[config.mk]
export PLATFORM = sky130hd
export DESIGN_NAME = framebuffer_writer_flat
export DESIGN_NICKNAME = d
export VERILOG_FILES = /design/src/rtl/framebuffer_writer_pkg.sv /design/src/rtl/framebuffer_writer_if.sv /design/src/rtl/framebuffer_writer_sync_edge_detect.sv /design/src/rtl/framebuffer_writer.sv /design/src/flat_wrapper.sv
export SDC_FILE = /design/constraint.sdc
export NUM_CORES = 1
export LEC_CHECK = 0
export ABC_AREA = 1
export CELL_PAD_IN_SITES_DETAIL_PLACEMENT = 0
export CELL_PAD_IN_SITES_GLOBAL_PLACEMENT = 1
export CORE_MARGIN = 1
export CORE_UTILIZATION = 45
export CTS_CLUSTER_SIZE = 24
export DETAILED_ROUTE_END_ITERATION = 6
export PLACE_DENSITY = 0.93
export SYNTH_ARGS = -nofsm -noshare
export SYNTH_HDL_FRONTEND = slang
export SYNTH_SLANG_ARGS = --single-unit
[constraint.sdc]
create_clock -name cam_pclk -period 3.5 [get_ports cam_pclk]
set_clock_uncertainty 0.2 [all_clocks]
set_input_delay 0.525 -clock cam_pclk [delete_from_list [all_inputs] [get_ports cam_pclk]]
set_output_delay 0.525 -clock cam_pclk [all_outputs]
set_load 0.1 [all_outputs]
[src/rtl/framebuffer_writer_pkg.sv]
// Shared framebuffer geometry, pixel type and writer state encoding.
// The VGA output path imports the same geometry constants.
package framebuffer_writer_pkg;

  localparam int unsigned FB_WIDTH  = 176;
  localparam int unsigned FB_HEIGHT = 144;
  localparam int unsigned FB_PIXELS = FB_WIDTH * FB_HEIGHT;
  localparam int unsigned PIX_W     = 8;

  typedef logic [PIX_W-1:0] pixel_t;

  typedef enum logic [1:0] {
    IDLE,
    SYNC,
    CAPTURE,
    DONE
  } state_t;

endpackage

[src/rtl/framebuffer_writer_if.sv]
// Framebuffer write port: the writer drives it, the RAM side consumes it.
interface framebuffer_writer_if #(
  parameter int unsigned ADDR_WIDTH = 16
);
  import framebuffer_writer_pkg::*;

  logic                  wr_en;
  logic [ADDR_WIDTH-1:0] wr_addr;
  pixel_t                wr_data;

  modport master (output wr_en, output wr_addr, output wr_data);
  modport slave  (input  wr_en, input  wr_addr, input  wr_data);

endinterface

[src/rtl/framebuffer_writer_sync_edge_detect.sv]
// Registers camera vsync/href and flags frame start, frame end and line end.
module framebuffer_writer_sync_edge_detect (
  input  logic clk,
  input  logic rst,
  input  logic vsync,
  input  logic href,
  output logic frame_start_c,
  output logic frame_end_c,
  output logic line_end_c
);

  logic vsync_q;
  logic href_q;

  // vsync idles high so a reset never fakes a frame start
  always_ff @(posedge clk or posedge rst) begin
    if (rst) begin
      vsync_q <= 1'b1;
      href_q  <= 1'b0;
    end else begin
      vsync_q <= vsync;
      href_q  <= href;
    end
  end

  assign frame_start_c = vsync_q & ~vsync;
  assign frame_end_c   = ~vsync_q & vsync;
  assign line_end_c    = href_q & ~href;

endmodule

[src/rtl/framebuffer_writer.sv]
// Crops a window out of a camera pixel stream and writes it row-major into the framebuffer.
// Optional FRAMEBUFFER_WRITER_TEST_PATTERN_EN adds a test_pattern input (col ^ row data).
module framebuffer_writer #(
  parameter int unsigned FB_WIDTH   = framebuffer_writer_pkg::FB_WIDTH,
  parameter int unsigned FB_HEIGHT  = framebuffer_writer_pkg::FB_HEIGHT,
  parameter int unsigned H_OFFSET   = 0,
  parameter int unsigned V_OFFSET   = 0,
  parameter int unsigned ADDR_WIDTH = 16
) (
  input  logic                           cam_pclk,
  input  logic                           reset,
  input  logic                           capture_en,
  input  logic                           cam_vsync,
  input  logic                           cam_href,
  input  framebuffer_writer_pkg::pixel_t din,
`ifdef FRAMEBUFFER_WRITER_TEST_PATTERN_EN
  input  logic                           test_pattern,
`endif
  framebuffer_writer_if.master           fb,
  output logic                           busy,
  output logic                           frame_done,
  output logic                           frame_err
);
  import framebuffer_writer_pkg::*;

  localparam int unsigned SRC_W = 16;
  localparam int unsigned ROW_W = $clog2(FB_HEIGHT + 1);

  localparam logic [SRC_W-1:0]      H_LO     = SRC_W'(H_OFFSET);
  localparam logic [SRC_W-1:0]      H_HI     = SRC_W'(H_OFFSET + FB_WIDTH);
  localparam logic [SRC_W-1:0]      V_LO     = SRC_W'(V_OFFSET);
  localparam logic [ROW_W-1:0]      ROW_MAX  = ROW_W'(FB_HEIGHT);
  localparam logic [ADDR_WIDTH-1:0] ROW_STEP = ADDR_WIDTH'(FB_WIDTH);

  state_t                state;
  logic [SRC_W-1:0]      col_src;
  logic [SRC_W-1:0]      row_src;
  logic [ROW_W-1:0]      row;
  logic [ADDR_WIDTH-1:0] row_base;

  logic                  frame_start_c;
  logic                  frame_end_c;
  logic                  line_end_c;
  logic                  in_vwin_c;
  logic                  in_hwin_c;
  logic                  pix_ok_c;
  logic [ROW_W-1:0]      row_nxt_c;
  logic [SRC_W-1:0]      col_c;
  pixel_t                pix_c;

  framebuffer_writer_sync_edge_detect u_edge (
    .clk           (cam_pclk),
    .rst           (reset),
    .vsync         (cam_vsync),
    .href          (cam_href),
    .frame_start_c (frame_start_c),
    .frame_end_c   (frame_end_c),
    .line_end_c    (line_end_c)
  );

  assign in_vwin_c = (row_src >= V_LO) && (row < ROW_MAX);
  assign in_hwin_c = (col_src >= H_LO) && (col_src < H_HI);
  assign pix_ok_c  = (state == CAPTURE) && cam_href && in_vwin_c && in_hwin_c;
  assign col_c     = col_src - H_LO;
  // Row count as it will be after this cycle; lets a line end and frame end coincide cleanly
  assign row_nxt_c = (line_end_c && in_vwin_c) ? row + ROW_W'(1) : row;

`ifdef FRAMEBUFFER_WRITER_TEST_PATTERN_EN
  assign pix_c = test_pattern ? (PIX_W'(col_c) ^ PIX_W'(row)) : din;
`else
  assign pix_c = din;
`endif

  always_ff @(posedge cam_pclk or posedge reset) begin
    if (reset) begin
      state      <= IDLE;
      col_src    <= '0;
      row_src    <= '0;
      row        <= '0;
      row_base   <= '0;
      fb.wr_en   <= 1'b0;
      fb.wr_addr <= '0;
      fb.wr_data <= '0;
      busy       <= 1'b0;
      frame_done <= 1'b0;
      frame_err  <= 1'b0;
    end else begin
      fb.wr_en   <= pix_ok_c;
      frame_done <= 1'b0;
      if (pix_ok_c) begin
        fb.wr_addr <= row_base + ADDR_WIDTH'(col_c);
        fb.wr_data <= pix_c;
      end

      case (state)
        IDLE: begin
          if (capture_en) state <= SYNC;
        end
        SYNC: begin
          if (!capture_en) begin
            state <= IDLE;
          end else if (frame_start_c) begin
            state    <= CAPTURE;
            busy     <= 1'b1;
            col_src  <= '0;
            row_src  <= '0;
            row      <= '0;
            row_base <= '0;
          end
        end
        CAPTURE: begin
          // Source counters saturate so an overlong line or frame cannot wrap back into the window
          if (line_end_c) begin
            col_src <= '0;
            if (row_src != '1) row_src <= row_src + SRC_W'(1);
            if (in_vwin_c) row_base <= row_base + ROW_STEP;
            row <= row_nxt_c;
          end else if (cam_href && (col_src != '1)) begin
            col_src <= col_src + SRC_W'(1);
          end
          if (frame_end_c || (row_nxt_c == ROW_MAX)) begin
            state      <= DONE;
            busy       <= 1'b0;
            frame_done <= 1'b1;
            frame_err  <= (row_nxt_c < ROW_MAX);
          end
        end
        DONE: begin
          state <= capture_en ? SYNC : IDLE;
        end
        default: state <= IDLE;
      endcase
    end
  end

endmodule
[src/flat_wrapper.sv]
// flat-port wrapper written by rule: the top's interface ports become plain ports
module framebuffer_writer_flat import framebuffer_writer_pkg::*;
#(
  parameter int unsigned FB_WIDTH   = framebuffer_writer_pkg::FB_WIDTH,
  parameter int unsigned FB_HEIGHT  = framebuffer_writer_pkg::FB_HEIGHT,
  parameter int unsigned H_OFFSET   = 0,
  parameter int unsigned V_OFFSET   = 0,
  parameter int unsigned ADDR_WIDTH = 16
)
  (cam_pclk, reset, capture_en, cam_vsync, cam_href, din, busy, frame_done, frame_err, fb_wr_en, fb_wr_addr, fb_wr_data);
  framebuffer_writer_if #(.ADDR_WIDTH(ADDR_WIDTH)) fb_i ();
  input  logic cam_pclk;
  input  logic reset;
  input  logic capture_en;
  input  logic cam_vsync;
  input  logic cam_href;
  input  framebuffer_writer_pkg::pixel_t din;
  output logic busy;
  output logic frame_done;
  output logic frame_err;
  output wire logic [$bits(fb_i.wr_en)-1:0] fb_wr_en;
  output wire logic [$bits(fb_i.wr_addr)-1:0] fb_wr_addr;
  output wire logic [$bits(fb_i.wr_data)-1:0] fb_wr_data;
  assign fb_wr_en = fb_i.wr_en;
  assign fb_wr_addr = fb_i.wr_addr;
  assign fb_wr_data = fb_i.wr_data;
  framebuffer_writer #(.FB_WIDTH(FB_WIDTH), .FB_HEIGHT(FB_HEIGHT), .H_OFFSET(H_OFFSET), .V_OFFSET(V_OFFSET), .ADDR_WIDTH(ADDR_WIDTH)) u_core (.cam_pclk(cam_pclk), .reset(reset), .capture_en(capture_en), .cam_vsync(cam_vsync), .cam_href(cam_href), .din(din), .fb(fb_i), .busy(busy), .frame_done(frame_done), .frame_err(frame_err));
endmodule
==> results.json <==
{
  "async_flop_share": 1.000,
  "crit_buf_inv": 1,
  "grt_max_degree": 27,
  "cp.arrival_ps": 1850,
  "dieArea_um2": 9608,
  "cp-startpoint": "u_core.fb.wr_addr[13]",
  "synth_edf_count": 0,
  "post-route-period-util": 0.7361,
  "wl_per_cell_um": 13.79,
  "maxCapViolCount": 0,
  "min_path_type": "reg2reg",
  "finalHoldViolCount": 0,
  "first_pass_iters": 7,
  "synthToLayoutAreaGrowth_pct": 17.58,
  "syn_nets": 589,
  "peakVddDrop_v": 0.0004538,
  "grt_first_pass_wirelength_um": 17410,
  "synth_area_per_cell_um2": 7.396,
  "io_buffers": 40,
  "detail-route-antenna-nets": 0,
  "start_util": 0.4712,
  "powerDensity_nw_per_um2": 782.5,
  "cts_resized": 0,
  "ctsHoldBuffers": 0,
  "holdCritStartpoint": "u_core.fb.wr_data[1]",
  "failed_checks": "design-rule violations",
  "cp_cell_sequence": "clkdlybuf4s50_1",
  "drc_errors": 7,
  "rows": 34,
  "critical_path_class": "reg2out",
  "worstPathRequired_ps": 2770,
  "wl_met2_um": 4595,
  "yosysWarningCount": 0,
  "ys_types": 41,
  "htree_num_levels": 3,
  "post_cts_buffers": 0,
  "drt_wl_total_um": 9902,
  "yosysTopAreaCell": "dfrtp_1",
  "die_y_um": 98.02,
  "num_vias": 3808,
  "cts_made_buffers": 9,
  "gr-total-overflow": 0,
  "place_ws_ps": 657.2,
  "grt_pass1_vias": 3796,
  "run_status": "finished, violations left",
  "drt-met1-wl_um": 4622,
  "antenna_found_initial": 0,
  "routed.top_layer": "met4",
  "insertion_delay_ps": 350,
  "worst_path_dominant_cell_family": "buffers and inverters",
  "track_usage": 0.2277,
  "place.gp.congestion": 0.8941,
  "cts_tree": "yes",
  "drive_above_1_share": 0.07049,
  "clockBufferDepth": 2,
  "crit_slowest_cell": "clkdlybuf4s50_1",
  "viasPerCell": 5.304,
  "worst_pin_slew_ps": 973.2,
  "cellLeakagePower_nw": 2.301,
  "synth_most_common_cell": "nand2_1",
  "antenna_cells": 0,
  "syn_area_um2": 4149,
  "holdWs_ps": 272.3,
  "rsz0062_at_grt": "no",
  "die_w_um": 98.02,
  "slew_viol_final": 0,
  "power_mw": 3.818,
  "yosysTopAreaCellShare": 0.4041,
  "postSynthCellCount": 561,
  "setup_violations": 0,
  "dpl.hpwl_um": 7483,
  "fmax_mhz": 388.2,
  "io_pins": 41,
  "fin_ws_ps": 923.7,
  "clock_sinks": 68,
  "synth_ff_type": "dfrtp_1",
  "cp-start-kind": "flip-flop",
  "fin_util": 0.5540,
  "synthTopCellsByCount": "nand2_1 (155), dfrtp_1 (67), inv_1 (66), nor2_1 (47), nand3_1 (41)",
  "ys_seq_elements": 68,
  "fin_tns_setup_ps": 0,
  "core-area_um2": 8806,
  "end_kind": "primary output",
  "drt-initial-drc-count": 184,
  "met3_wirelength_um": 516,
  "clk_pin_slew_ps": 80,
  "r2r_start": "u_core.row[4]",
  "cp_max_fo": 2,
  "fin_crit_ps": 2576,
  "slowest_delay_ps": 1140,
  "slew_headroom": 0.3492,
  "cts_root_buf": "clkbuf_8",
  "ys_seq_area_frac": 0.4104,
  "netlist_top_cells_area": "dfrtp_1 (40%), nand2_1 (14%), inv_1 (6.0%), nand3_1 (4.9%), ha_1 (4.5%)",
  "nets": 633
}
[sequential cells by signal, indices dropped and copies added, names as in the netlist, 2 cells and up]
signal             count
u_core.col_src        16
u_core.fb.wr_addr     16
u_core.fb.wr_data      8
u_core.row             8
u_core.row_base       12
u_core.state           2
[where the power goes]
| part | leakage, nW | internal [mW] | switching [mW] | total (mW) |
|---|---|---|---|---|
| registers | 0.904 | 1.00 | 0.183 | 1.18 |
| logic | 1.27 | 0.453 | 1.42 | 1.87 |
| clock network | 0.122 | 0.457 | 0.306 | 0.764 |
[worst paths after layout]
path                                    endpoint  slack, ps  cells past startpoint
setup reg to reg                     u_core.busy       1150                     12
hold / removal              u_core.fb.wr_data[1]        270                      2
hold reg to reg             u_core.fb.wr_data[1]        270                      2
max in group asynchronous  u_core.u_edge.vsync_q       2040                      3
setup / recovery                  fb_wr_addr[13]        920                      1
min in group asynchronous   u_core.fb.wr_addr[0]        300                      2
[cell families (layout without fill, tap and decap cells)]
| group | count (synthesis) | after routing | synth area share |
|---|---|---|---|
| buf+inv | 82 | 131 | 0.08293 |
| xor+xnor | 16 | 16 | 0.03378 |
| compound gates | 77 | 77 | 0.1043 |
| simple gates | 302 | 302 | 0.3224 |
| other cells | 1 | 1 | 0.0009038 |
| fa+ha+maj | 15 | 15 | 0.04524 |
| flops | 68 | 68 | 0.4104 |
[routing by layer]
layer	track usage	up-vias
li1	-	1931
met1	0.2998	1765
met2	0.3662	95
met3	0.04009	17
met4	0.1049	0
met5	0	-
[layout by cell type (no fill, tap or decap), types with 13 or more instances in the layout]
cell type	synthesis	final
nand2_1	155	155
dfrtp_1	67	67
inv_1	66	65
nor2_1	47	47
nand3_1	41	41
clkdlybuf4s50_1	0	40
o21ai_0	34	34
nand4_1	22	22
a21oi_1	20	20
nor3_1	19	19
ha_1	15	15
xor2_1	13	13
[through the flow]
| stage | cell area, um2 | cells |
|---|---|---|
| final | 4878 | 718 |
| after CTS | 4878 | 718 |
| after global routing | 4878 | 718 |
| after detailed placement | 4643 | 702 |
| after floorplan | 4149 | 561 |
| after global placement | 4643 | 702 |
[area by class of cell]
| class | count | area (um2) |
|---|---|---|
| Inverter | 70 | 265.3 |
| Timing Repair Buffer | 45 | 437.9 |
| Multi-Input combinational cell | 411 | 2102 |
| Fill cell | 865 | 3928 |
| Tap cell | 108 | 135.1 |
| Clock buffer | 12 | 165.2 |
| Clock inverter | 4 | 70.07 |
| Sequential cell | 68 | 1703 |
No activity file was read; power rests on OpenSTA's default activity.
